$ cat config.mk
export PLATFORM = sky130hd
export DESIGN_NAME = conv_line_buffer
export DESIGN_NICKNAME = d
export VERILOG_FILES = /design/src/rtl/conv_pkg.sv /design/src/rtl/line_mem.sv /design/src/rtl/conv_line_buffer.sv
export SDC_FILE = /design/constraint.sdc
export NUM_CORES = 1
export LEC_CHECK = 0
export BUFFER_PORTS_ARGS = -buffer_cell sky130_fd_sc_hd__buf_2
export CORE_MARGIN = 3
export CORE_UTILIZATION = 31
export CTS_CLUSTER_DIAMETER = 200
export DETAILED_ROUTE_END_ITERATION = 8
export PLACE_DENSITY = 0.54
export RECOVER_POWER = 100
export SLEW_MARGIN = 20
export SYNTH_ARGS = -nofsm -noshare
export SYNTH_HDL_FRONTEND = slang
export SYNTH_HIERARCHICAL = 1
export SYNTH_SLANG_ARGS = --single-unit
$ cat constraint.sdc
create_clock -name clk -period 3 [get_ports clk]
set_input_delay 0.15 -clock clk [delete_from_list [all_inputs] [get_ports clk]]
set_output_delay 0.15 -clock clk [all_outputs]
set_load 0.02 [all_outputs]
$ cat src/rtl/conv_pkg.sv
// Shared pixel width and column-bus slice positions used by the line buffer
// and by the PE-side window logic.
package conv_pkg;
   localparam int PIX_W       = 8;
   localparam int COL_NEW_LSB = 0;
   localparam int COL_R1_LSB  = PIX_W;
   localparam int COL_R2_LSB  = 2 * PIX_W;
endpackage

$ cat src/rtl/line_mem.sv
// One image row of pixels: synchronous write, combinational read at the same
// address, so a read in the write cycle returns the value being replaced.
module line_mem #(
   parameter int PIX_W = 8,
   parameter int DEPTH = 32,
   parameter int AW    = $clog2(DEPTH)
) (
   input  logic             clk,
   input  logic             we_i,
   input  logic [AW-1:0]    addr_i,
   input  logic [PIX_W-1:0] wdata_i,
   output logic [PIX_W-1:0] rdata_o
);

   logic [PIX_W-1:0] mem_q [DEPTH];

   // No reset: contents are only trusted once the row gating says so.
   always_ff @(posedge clk) begin
      if (we_i) begin
         mem_q[addr_i] <= wdata_i;
      end
   end

   assign rdata_o = mem_q[addr_i];

endmodule

$ cat src/rtl/conv_line_buffer.sv
// Turns a raster pixel stream into 3-row vertical columns for the PE, with
// row/column position tracking and column/window/frame flags.
module conv_line_buffer #(
   parameter int PIX_W = conv_pkg::PIX_W,
   parameter int IMG_W = 32,
   parameter int IMG_H = 32
) (
   input  logic                     clk,
   input  logic                     rst,
   input  logic                     pix_valid,
   input  logic [PIX_W-1:0]         pix_in,
   input  logic                     sof,
   output logic [3*PIX_W-1:0]       col_out,
   output logic                     col_valid,
   output logic                     win_valid,
   output logic [$clog2(IMG_H)-1:0] row_idx,
   output logic [$clog2(IMG_W)-1:0] col_idx,
   output logic                     frame_done
);
   import conv_pkg::*;

   localparam int RW = $clog2(IMG_H);
   localparam int CW = $clog2(IMG_W);
   localparam logic [RW-1:0] R_LAST = RW'(IMG_H - 1);
   localparam logic [CW-1:0] C_LAST = CW'(IMG_W - 1);
   localparam logic [RW-1:0] R_TWO  = RW'(2);
   localparam logic [CW-1:0] C_TWO  = CW'(2);

   logic [RW-1:0]    r_q, r_d, cur_r;
   logic [CW-1:0]    c_q, c_d, cur_c;
   logic [PIX_W-1:0] lb0_rd, lb1_rd;

   // sof overrides the tracked position for the pixel it accompanies.
   always_comb begin
      cur_r = sof ? '0 : r_q;
      cur_c = sof ? '0 : c_q;
      r_d   = r_q;
      c_d   = c_q;
      if (pix_valid) begin
         if (cur_c == C_LAST) begin
            c_d = '0;
            r_d = (cur_r == R_LAST) ? '0 : cur_r + RW'(1);
         end else begin
            c_d = cur_c + CW'(1);
            r_d = cur_r;
         end
      end
   end

   line_mem #(.PIX_W(PIX_W), .DEPTH(IMG_W), .AW(CW)) u_lb0 (
      .clk     (clk),
      .we_i    (pix_valid),
      .addr_i  (cur_c),
      .wdata_i (pix_in),
      .rdata_o (lb0_rd)
   );

   // Row r-1 ages into row r-2 as the new pixel replaces it.
   line_mem #(.PIX_W(PIX_W), .DEPTH(IMG_W), .AW(CW)) u_lb1 (
      .clk     (clk),
      .we_i    (pix_valid),
      .addr_i  (cur_c),
      .wdata_i (lb0_rd),
      .rdata_o (lb1_rd)
   );

   always_ff @(posedge clk or negedge rst) begin
      if (!rst) begin
         r_q        <= '0;
         c_q        <= '0;
         col_out    <= '0;
         col_valid  <= 1'b0;
         win_valid  <= 1'b0;
         frame_done <= 1'b0;
         row_idx    <= '0;
         col_idx    <= '0;
      end else begin
         r_q <= r_d;
         c_q <= c_d;
         if (pix_valid) begin
            col_out[COL_NEW_LSB +: PIX_W] <= pix_in;
            col_out[COL_R1_LSB  +: PIX_W] <= lb0_rd;
            col_out[COL_R2_LSB  +: PIX_W] <= lb1_rd;
            row_idx    <= cur_r;
            col_idx    <= cur_c;
            col_valid  <= (cur_r >= R_TWO);
            win_valid  <= (cur_r >= R_TWO) && (cur_c >= C_TWO);
            frame_done <= (cur_r == R_LAST) && (cur_c == C_LAST);
         end else begin
            col_valid  <= 1'b0;
            win_valid  <= 1'b0;
            frame_done <= 1'b0;
         end
      end
   end

endmodule

# Word level (Yosys, flattened, before mapping)
# Memory sizes are Yosys's and may differ from the RTL's. A register that Yosys moved wholly into a read port is not among the register bits.
# Cells that the tools add are included.
dict set report totals {
  register_bits 47
  ram_bits 512
  in_bits 12
  output_inout_bits 37
  elab_cells 29
  mem_count 2
}
dict set report classes {
  add_sub_neg 2
  magnitude_cmp 2
  n_eq_ne 2
  muxes 10
  n_reduce_logical 3
}
# memory words word_bits read_ports rd_clocked_by_memory_dff write_ports line
set memory_table {}
lappend memory_table {u_lb0.mem_q 32 8 1 0 1 line_mem.sv:15} ;# logic [PIX_W-1:0] mem_q [DEPTH];
lappend memory_table {u_lb1.mem_q 32 8 1 1 1 line_mem.sv:15}
# operator count
set op_table {}
lappend op_table {{5-bit two-way mux} 5}
lappend op_table {{5-bit by 1-bit adder with 5-bit output, second input constant} 2}
lappend op_table {{5-bit equality test, second input constant} 2}
lappend op_table {{5-bit by 2-bit greater-or-equal comparator with 1-bit output, second input constant} 2}
lappend op_table {{1-bit two-way mux} 5}
lappend op_table {{1-bit logical AND} 2}
lappend op_table {{1-bit zero test} 1}

# Depth between registers and ports, before layout
# Gate-level depths: netlist of the first run.
dict set report depth {
  word_depth 4
  mapped_depth 9
}

# Cells and area by module
# Netlist of the first run, hierarchy kept.
# mod instances cells_per_inst area_each_um2 seq_area_each_um2
set by_module_without_submodules {}
lappend by_module_without_submodules {line_mem 2 568 10045.9 7687.4}
lappend by_module_without_submodules {conv_line_buffer 1 146 2028.2 1176.1}

# Worst setup path after synthesis of the first run
# Ideal clock, no wire load.
dict set report synth_timing {
  kind {reg-to-reg}
  start {register c_q[2]}
  end {register col_out[14]}
  arrival_time_ns 2.587
  slack_ns 0.288
  path_stages_with_launch 8
  n_path_buf 1
  cell_sequence {dfrtp_1 > nor2b_1 > nand4bb_1 > clkbuf_1 > o22ai_1 > nor4_1 > nand2_1 > mux2_2}
}
dict set report synth_via {
  elab_chain_len 2
}
# element line
set synth_rtl {}
lappend synth_rtl {{from (decl)} conv_line_buffer.sv:30} ;# logic [CW-1:0] c_q, c_d, cur_c;
lappend synth_rtl {{from (signal assigned)} conv_line_buffer.sv:70} ;# c_q <= '0;
lappend synth_rtl {{from (signal assigned)} conv_line_buffer.sv:79} ;# c_q <= c_d;
lappend synth_rtl {{5-bit two-way mux} conv_line_buffer.sv:36} ;# cur_c = sof ? '0 : c_q;
lappend synth_rtl {{via cur_c[2]} conv_line_buffer.sv:30}
lappend synth_rtl {{memory read 32 x 8 bit} -}
lappend synth_rtl {{via lb0_rd[6]} conv_line_buffer.sv:31} ;# logic [PIX_W-1:0] lb0_rd, lb1_rd;
lappend synth_rtl {{to (signal, indexed assignment)} conv_line_buffer.sv:81} ;# col_out[COL_NEW_LSB +: PIX_W] <= pix_in;
lappend synth_rtl {{to (signal, indexed assignment)} conv_line_buffer.sv:82} ;# col_out[COL_R1_LSB +: PIX_W] <= lb0_rd;
lappend synth_rtl {{to (signal, indexed assignment)} conv_line_buffer.sv:83} ;# col_out[COL_R2_LSB +: PIX_W] <= lb1_rd;
lappend synth_rtl {{to (decl)} conv_line_buffer.sv:13} ;# output logic [3*PIX_W-1:0] col_out,
# The timed path passes the listed nets, and every way through them passes these cells.
# A chain may end at the register's enable or synchronous reset.

# Worst setup path in the final report of the first run
dict set report layout_timing {
  start {register c_q[1]}
  end {register col_out[9]}
}
# Same word-level chain as after synthesis.

==> metrics.yaml, run 1 <==
status: "finished, violations left"
violations: "max-capacitance violations, max-slew violations"
dp_slack_ns: -0.252
power_frac_comb_pct: 10.6
cp_top_family: "buffers and inverters"
yosys.area_share.adder_pct: 0.226
internal-power_uw: 13800
critPathMostFrequentCell: "buf_12"
io_pins: 49
die_x_um: 273
rrSetupSlack_ns: 0.1
tns_ns: 0
synth_enable_flop_cells: 512
synthSimpleGateAreaFrac_pct: 5.34
drv_slew: 300
hold_class: "in2reg"
relSlewSlack_pct: -23.1
grt_pass1_vias: 12100
path_max_fanout: 33
drive_gt1_share_pct: 18.6
grt_pass1_wl_mm: 78.8
synthXorXnorAreaFrac_pct: 0
syn_avg_cell_area_um2: 17.3
max-vdd-ir-drop_mv: 0.421
endpoint_kind: "flop"
cts.sinks: 559
p_switching_uw: 4120
path_buf_inv: 5
ant_nets: 0
fin_skew_ns: 0.0234
final_util_pct: 37.3
n_fill_cell: 6604
synth_top_family_by_area: "multiplexers"
dr_total_vias: 12200
worstPathCellList: "nor2b_4 -> buf_12 -> buf_12 -> buf_4 -> mux2i_1 -> o22ai_1 -> nor4_2 -> buf_4 -> nand2_1 -> buf_12 -> mux2_2"
cts.path.max_buffers: 3
fin_nets: 1465
num_rows: 97
grt_start_max_net_pins: 46
power_frac_seq_pct: 50.3
path_clk_slew_ns: 0.06
cp.arrival_ns: 3.38
routed_wl_mm: 53.1
max_freq_ghz: 0.344
drc: 0
worst_path_max_delay_cell: "nor4_2"
pwr-share-clk_pct: 39.0
ys_ff_latch: 559
finalSetupViolCount: 0
cts_buffers: 53
die_y_um: 273
tightest_slew_ns: 1.85
root_buffer: "clkbuf_16"
powerDensity_mw_per_mm2: 680
min_period_ns: 2.90
synth_ff_type: "edfxtp_1"
grt_util_all_layers_pct: 14.0
grt.overflow.total: 0
h-tree-depth: 2
drt_iter0_markers: 1021
fin_crit_sh_pct: 96.8
p_leak_uw: 0.00875
tritoncts: "yes"
syn_inst: 1282
p_sw_share_pct: 23.0
start_kind: "flop"
port-buffer-count: 48
drt_pre_antenna_iters: 5
syn2layout_area_growth_pct: 18.8
diodes: 0
antenna_found_initial: 0
syn-num-nets: 1298
ys_seq_area_share_pct: 74.8
initial_core_util_pct: 31.4
worstSetupPathType: "reg2reg"
yosysWarnings: 6
ys_async_sr_fraction_pct: 8.41
synthMuxAreaShare_pct: 13.3
dieArea_mm2: 0.0746
globalplace.congestion: 0.858
syn_area_mm2: 0.0221
clk_latency_ns: 0.59
vias_per_cell: 5.00
critPathMaxStageDelay_ns: 0.46
required_ns: 3.47
cap_violations: 9
dp_hpwl_mm: 34.5
setup_slack_ns: 0.0956
whs_ns: 0.0308
avgRoutedWirePerCell_um: 21.8
synth-compound-area-share_pct: 4.40
finalHoldViolCount: 0
total_power_uw: 17900
core_area_mm2: 0.0704
ys_types: 50
-- worst min-delay path: cells and delay by family --
| kind | cells | cell delay (ns) |
|---|---|---|
| simple gates | 1 | 0.14 |
| compound gates | 1 | 0.05 |
| buf+inv | 1 | 0.23 |
-- stage by stage --
stage          instances  instance area, um2
4_1_cts             2430               26300
3_5_place_dp        2329               24400
2_1_floorplan       1282               22100
3_3_place_gp        2329               24400
5_1_grt             2434               26300
6_report            2434               26300
-- sequential cells by signal, indices dropped and copies added, names as in the netlist --
signal / cells
row_idx: 5
u_lb0/mem_q: 256
c_q: 5
col_idx: 5
frame_done: 1
col_valid: 1
col_out: 24
u_lb1/mem_q: 256
win_valid: 1
r_q: 5
-- cell usage in the layout, fill, tap and decap left out, types with 5 or more instances in the layout --
cell type,count
clkinv_1,7
dfrtp_1,47
nor2_1,60
nand4bb_1,10
nand3b_1,10
nor4_1,29
nor2b_1,5
bufinv_16,8
nand2_1,25
mux2i_1,255
clkbuf_1,62
buf_12,19
mux2_2,31
or3b_2,6
nand4b_1,8
clkbuf_16,55
nor2b_4,5
nor3_1,8
nand3_1,7
o22ai_1,126
or4b_1,8
edfxtp_1,512
buf_4,120
clkinv_2,6
-- power groups by stage --
stage	clock network (uW)	registers, uW	logic (uW)
6_report	6980	8990	1900
5_1_grt	7450	9010	2040
4_1_cts	7120	8990	1940
3_5_place_dp	0	9150	1940
3_3_place_gp	0	9150	1910
2_1_floorplan	0	9250	980
-- final timing paths --
check                                 start     endpoint  cells after the start
worst max register to register       c_q[1]   col_out[9]                     11
max in group asynchronous               rst   col_out[2]                      3
worst min-delay path              pix_valid       c_q[1]                      3
worst min register to register  col_out[18]  col_out[18]                      1
worst max-delay path                 c_q[1]   col_out[9]                     11
min in group asynchronous               rst  col_out[21]                      2
-- timing repair --
action,in CTS,in global routing
resized for setup,8,0
pin swaps,0,0
hold buffers,1,0
setup endpoints to repair,38,26
buffers inserted,0,4
gates cloned,0,0
hold endpoints to repair,26,0
-- final cells by class --
type	count	area, um2	area share (%)
multi-input cells	641	5230	19.9
well taps	940	1180	4.48
inverters	5	18.8	0.0714
repair buffers	189	1480	5.62
flip-flops and latches	559	16600	63.0
clock inverters	27	347	1.32
clock buffers	73	1470	5.61
-- logic make-up (layout without fill, tap and decap cells) --
group / count (synthesis) / count (layout)
fa+ha+maj: 4 / 4
mux: 289 / 289
compound gates: 147 / 147
simple gates: 201 / 201
buf+inv: 82 / 294
flops: 559 / 559
-- Yosys cell counts (all sizes together) (7+ instances only) --
master   instances  area share [%]
nor2b           10            0.28
nand2           25            0.42
mux2            33             1.7
nor3             9            0.23
dfrtp           47             5.3
nor4            34            0.96
mux2i          256              12
buf             58             1.5
nand3b          10            0.34
nand4b           8            0.32
nor2            60             1.0
edfxtp         512              70
o22ai          128             3.7
nand4bb         10            0.51
or4b             8            0.36
clkbuf          19            0.35
nand3            7            0.16
-- routing by layer --
layer / vias to the layer above / part of all wire, % / GRT usage [%]
met1: 6278 / 44 / 19.1
li1: 5460 / - / -
met5: - / 0 / 0
met3: 94 / 5.1 / 2.26
met2: 329 / 48 / 23.0
met4: 0 / 2.7 / 4.07
(Power assumes the default switching activity.)
==> run 2, diff against run 1 <==
--- a/config.mk
+++ b/config.mk
@@ -5,11 +5,11 @@
 export SDC_FILE = /design/constraint.sdc
 export NUM_CORES = 1
 export LEC_CHECK = 0
-export BUFFER_PORTS_ARGS = -buffer_cell sky130_fd_sc_hd__buf_2
 export CORE_MARGIN = 3
 export CORE_UTILIZATION = 31
 export CTS_CLUSTER_DIAMETER = 200
 export DETAILED_ROUTE_END_ITERATION = 8
+export DONT_BUFFER_PORTS = 1
 export PLACE_DENSITY = 0.54
 export RECOVER_POWER = 100
 export SLEW_MARGIN = 20
==> constraint.sdc (replaced) <==
create_clock -name clk -period 3.69 [get_ports clk]
set_input_delay 0.1845 -clock clk [delete_from_list [all_inputs] [get_ports clk]]
set_output_delay 0.1845 -clock clk [all_outputs]
set_load 0.02 [all_outputs]
==> metrics.yaml, run 2 (same netlist as run 1, synthesis figures left out) <==
dpl_cell_area_mm2: 0.0237  # -3.0%
required_ns: 4.15  # +0.68 ns
n_fill_cell: 6675  # +1.1%
critical_path.endpoint: "col_out[14]"
cts.path.max_buffers: 3  # unchanged
path_max_fanout: 33  # unchanged
dieArea_mm2: 0.0746  # unchanged
cp-startpoint: "c_q[1]"
finalSetupViolCount: 0  # unchanged
tns_ns: 0  # unchanged
path_clk_slew_ns: 0.06  # about the same
top_regs: "u_lb0/mem_q: 256 flops, u_lb1/mem_q: 256 flops, col_out: 24 flops"
fin_crit_sh_pct: 93.7  # -3.1 points
finalHoldViolCount: 0  # unchanged
num_rows: 97  # unchanged
final_cell_mix: "512 x edfxtp_1, 256 x mux2i_1, 126 x o22ai_1, 67 x clkbuf_1, 60 x nor2_1"
violations: "max-capacitance violations, max-slew violations"
seq_area_mm2: 0.0166  # unchanged
layout_commonest_cell: "edfxtp_1"
dr_total_vias: 11700  # -3.7%
dp_hpwl_mm: 31.4  # -9.2%
rrSetupSlack_ns: 0.23  # +0.14 ns
drv_slew: 286  # -4.7%
min_period_ns: 3.46  # +0.555 ns
h-tree-depth: 2  # unchanged
die_x_um: 273  # unchanged
grt.overflow.total: 0  # unchanged
drive_gt1_share_pct: 11.7  # -6.9 points
vias_per_cell: 4.99  # about the same
cts.sinks: 559  # unchanged
globalplace.congestion: 0.778  # -9.3%
powerDensity_mw_per_mm2: 556  # -18%
start_kind: "flop"
die_y_um: 273  # unchanged
clk_latency_ns: 0.58  # about the same
grt_util_all_layers_pct: 13.4  # -0.51 points
max-vdd-ir-drop_mv: 0.332  # -21%
tightest_slew_ns: 2.93  # +1.08 ns
finalInstanceArea_mm2: 0.0253  # -3.7%
relSlewSlack_pct: -95.2  # -72 points
tritoncts: "yes"
root_buffer: "clkbuf_16"
multi_input_area_mm2: 0.00516  # -1.4%
ant_nets: 0  # unchanged
grt_pass1_vias: 11700  # -3.1%
finalNonFillerCells: 2345  # -3.7%
grt_pass1_wl_mm: 76.3  # -3.2%
antenna_found_initial: 0  # unchanged
syn2layout_area_growth_pct: 14.3
ff2ff_path_depth: 8  # -3
cap_violations: 8  # -1
io_pins: 49  # unchanged
fin_nets: 1376  # -6.1%
endpoint_kind: "flop"
drt_pre_antenna_iters: 5  # unchanged
cts_resized: 0  # -8
routed_wl_mm: 51.4  # -3.3%
fin_skew_ns: 0.0150  # -0.00843 ns
rsz0062_at_grt: "false"
p_leak_uw: 0.00813  # -7.1%
drt_iter0_markers: 912  # -11%
grt_start_max_net_pins: 60  # +30%
cp.arrival_ns: 3.92  # +0.54 ns
r2r-end: "col_out[14]"
cts_buffers: 52  # -1.9%
worstSetupPathType: "reg2reg"
r2r_start: "c_q[1]"
avgRoutedWirePerCell_um: 21.9  # +0.41%
dp.cells: 2224  # -4.5%
max_freq_ghz: 0.289  # -16%
status: "finished, violations left"
core_area_mm2: 0.0704  # unchanged
initial_core_util_pct: 31.4  # unchanged
port-buffer-count: 0  # -100%
drc: 0  # unchanged
hold_class: "in2reg"
run 2: cell type report:
| class | instances | share of cell area [%] |
|---|---|---|
| Clock inverter | 24 | 0.910 |
| Sequential cell | 559 | 65.4 |
| Inverter | 5 | 0.0742 |
| Timing Repair Buffer | 101 | 2.68 |
| Antenna cell | 1 | 0.00990 |
| Tap cell | 940 | 4.65 |
| Multi-Input combinational cell | 641 | 20.4 |
| Clock buffer | 74 | 5.83 |
run 2: worst max-delay path: stages, from the launching register on:
cell and delay [ns]:
dfrtp_1 0.38, nor2b_4 0.81, buf_4 0.40, mux2i_1 0.25, o22ai_1 0.09, nor4_1 0.49
nand2_1 0.18, clkbuf_4 0.36, mux2_2 0.35
run 2: layer usage:
layer / up-vias / GRT usage, % / wire, um
li1: 5296 / - / -
met1: 6090 / 18.5 / 23100
met2: 248 / 22.5 / 25300
met3: 71 / 2.19 / 2050
met4: 0 / 2.88 / 960
met5: - / 0 / 0
run 2: report_power, final:
part / total (uW) / internal (uW) / switching (uW)
Sequential: 7430 / 7250 / 173
Clock: 5340 / 3070 / 2270
Combinational: 1280 / 449 / 834
Total: 14000 / 10800 / 3280
run 2: repair_timing:
| item | in CTS | in global routing |
|---|---|---|
| hold endpoints to repair | 350 | 0 |
| endpoints found under the setup margin | 0 | 0 |
| buffers inserted | 0 | 0 |
| hold buffers | 22 | 0 |
run 2: worst min-delay path by stage:
| stage | cells after the start | slack (ns) | end | start |
|---|---|---|---|---|
| floorplan | 0 | -0.11 | c_q[0] | rst |
| detailed placement | 0 | -0.11 | col_out[19] | rst |
| CTS | 3 | 0.08 | u_lb0/mem_q[6][7] | sof |
| global route | 3 | 0.14 | u_lb0/mem_q[6][7] | sof |
| global placement | 0 | -0.11 | col_out[19] | rst |
| finish | 3 | 0.13 | u_lb0/mem_q[6][7] | sof |
run 2: metrics by stage:
step / hold WS, ns / util [%] / setup slack, ns / power, uW
floorplan: -0.111 / - / 0.978 / 8320
global placement: -0.110 / 33.6 / 0.281 / 8790
detailed placement: -0.110 / 33.6 / 0.303 / 8810
CTS: 0.0757 / 36.5 / 0.264 / 14300
global route: 0.143 / 35.9 / 0.0780 / 14600
finish: 0.130 / 35.9 / 0.231 / 14000
==> run 3, diff against run 2 <==
--- a/config.mk
+++ b/config.mk
@@ -7,10 +7,11 @@
 export LEC_CHECK = 0
 export CORE_MARGIN = 3
 export CORE_UTILIZATION = 31
+export CTS_BUF_LIST = sky130_fd_sc_hd__clkbuf_2
 export CTS_CLUSTER_DIAMETER = 200
 export DETAILED_ROUTE_END_ITERATION = 8
 export DONT_BUFFER_PORTS = 1
-export PLACE_DENSITY = 0.54
+export MAX_ROUTING_LAYER = met4
 export RECOVER_POWER = 100
 export SLEW_MARGIN = 20
 export SYNTH_ARGS = -nofsm -noshare
==> metrics.yaml, run 3 (same netlist as run 1, synthesis figures left out) <==
status: "finished, violations left"
violations: "max-capacitance violations, max-slew violations"
relSlewSlack_pct: -81.4  # +14 points
num_rows: 97  # unchanged
ant_nets: 0  # unchanged
clk_latency_ns: 1.09  # +0.51 ns
globalplace.congestion: 0.800  # +2.7%
rsz0062_at_grt: "false"
grt_start_max_net_pins: 58  # -3.3%
port-buffer-count: 0  # unchanged
antenna_found_initial: 1  # +1
top_regs: "u_lb0/mem_q: 256 flops, u_lb1/mem_q: 256 flops, col_out: 24 flops"
finalNonFillerCells: 2488  # +6.1%
fin_skew_ns: 0.0936  # +0.0786 ns
cp.arrival_ns: 4.43  # +0.51 ns
cts.sinks: 559  # unchanged
finalHoldViolCount: 0  # unchanged
worst_path_max_delay_cell: "nor2b_4"
initial_core_util_pct: 31.4  # unchanged
routed_wl_mm: 52.7  # +2.5%
vias_per_cell: 4.98  # -0.29%
drive_gt1_share_pct: 18.9  # +7.2 points
die_x_um: 273  # unchanged
dpl_cell_area_mm2: 0.0235  # -0.51%
path_clk_slew_ns: 0.12  # +0.06 ns
die_y_um: 273  # unchanged
hold_class: "in2reg"
fin_crit_sh_pct: 93.7  # about the same
syn2layout_area_growth_pct: 12.6
required_ns: 4.66  # +0.51 ns
grt.overflow.total: 0  # unchanged
core_area_mm2: 0.0704  # unchanged
dieArea_mm2: 0.0746  # unchanged
h-tree-depth: 4  # +2
layout_commonest_cell: "edfxtp_1"
tightest_slew_ns: 2.72  # -0.207 ns
max-vdd-ir-drop_mv: 0.278  # -16%
cts_buffers: 134  # +160%
max_freq_ghz: 0.289  # about the same
avgRoutedWirePerCell_um: 21.2  # -3.4%
drv_slew: 81  # -72%
grt_pass1_wl_mm: 77.7  # +1.9%
min_period_ns: 3.46  # -0.000978 ns
fin_nets: 1464  # +6.4%
cts_setup_buffers: 0  # unchanged
cts.path.max_buffers: 3  # unchanged
start_kind: "flop"
finalSetupViolCount: 0  # unchanged
final_cell_mix: "512 x edfxtp_1, 256 x mux2i_1, 204 x clkbuf_2, 126 x o22ai_1, 60 x nor2_1"
root_buffer: "clkbuf_2"
finalInstanceArea_mm2: 0.0249  # -1.5%
whs_ns: 0.182  # +0.0519 ns
worstPathCellList: "nor2b_4 -> buf_4 -> mux2i_1 -> o22ai_1 -> nor4_1 -> nand2_1 -> clkbuf_2 -> mux2_2"
path_max_fanout: 33  # unchanged
grt_util_all_layers_pct: 14.2  # +0.79 points
endpoint_kind: "flop"
grt_pass1_vias: 12500  # +7.0%
tns_ns: 0  # unchanged
p_leak_uw: 0.00829  # +2.0%
worstSetupPathType: "reg2reg"
drt_pre_antenna_iters: 7  # +2
tritoncts: "yes"
dp_hpwl_mm: 31.3  # -0.19%
dr_total_vias: 12400  # +5.8%
drc: 0  # unchanged
drt_iter0_markers: 1112  # +22%
dp.cells: 2213  # -0.49%
cap_violations: 2  # -6
critPathMaxStageDelay_ns: 0.50  # -0.31 ns
io_pins: 49  # unchanged
powerDensity_mw_per_mm2: 514  # -7.5%
run 3: changes by cell type in the layout (fill, tap and decap cells not counted), moves of 4 or more:
| cell | delta |
|---|---|
| clkbuf_4 | -4 |
| clkbuf_2 | +202 |
| clkbuf_16 | -53 |
| clkdlybuf4s25_1 | +5 |
| dlygate4sd3_1 | +11 |
| clkbuf_8 | -5 |
| clkinv_2 | -7 |
| clkinv_1 | +19 |
| buf_12 | -5 |
| clkbuf_1 | -22 |
run 3: repair_timing:
item	CTS	global route
hold buffers	38	1
gates resized for setup	0	0
endpoints found under the hold margin	898	33
run 3: critical path, delay by kind of cell (launching register included):
kind | cells | cell delay (ns)
compound gates | 1 | 0.18
flops | 1 | 0.39
buf+inv | 2 | 0.94
mux | 2 | 0.70
simple gates | 3 | 1.11
run 3: metrics by stage:
stage / setup slack, ns / utilization [%] / total power [uW]
floorplan: 0.978 / - / 8320
global placement: 0.353 / 33.4 / 8790
detailed placement: 0.317 / 33.4 / 8820
CTS: 0.299 / 36.0 / 13000
global route: 0.108 / 35.4 / 13400
finish: 0.232 / 35.4 / 12800
run 3: path summary, 6_finish.rpt:
path / from / to / slack, ns / depth (start not counted)
hold reg to reg: c_q[4] / c_q[4] / 0.53 / 1
min in group asynchronous: rst / col_out[10] / 1.54 / 4
setup / recovery: c_q[1] / col_out[9] / 0.23 / 8
hold / removal: pix_valid / c_q[1] / 0.18 / 4
max in group asynchronous: rst / col_out[7] / 0.54 / 4
setup reg to reg: c_q[1] / col_out[9] / 0.23 / 8
run 3: layer usage:
layer  track usage (%)  share of wire [%]  up-vias
li1                  -                  -     5557
met1              18.1                 43     6275
met2              22.2                 48      473
met3              3.93                7.1       78
met4              4.37                2.3        0
met5                 -                  0        -
run 3: final cells by class:
cell class | instances | area [um2]
fillers | 6779 | 45500
clock inverters | 33 | 233
flip-flops and latches | 559 | 16600
multi-input cells | 641 | 5160
diodes | 3 | 7.51
repair buffers | 107 | 759
well taps | 940 | 1180
clock buffers | 200 | 1000
inverters | 5 | 18.8
run 3: power by group:
part | internal, uW | switching (uW)
registers | 7240 | 177
clock network | 1710 | 2370
logic | 439 | 860
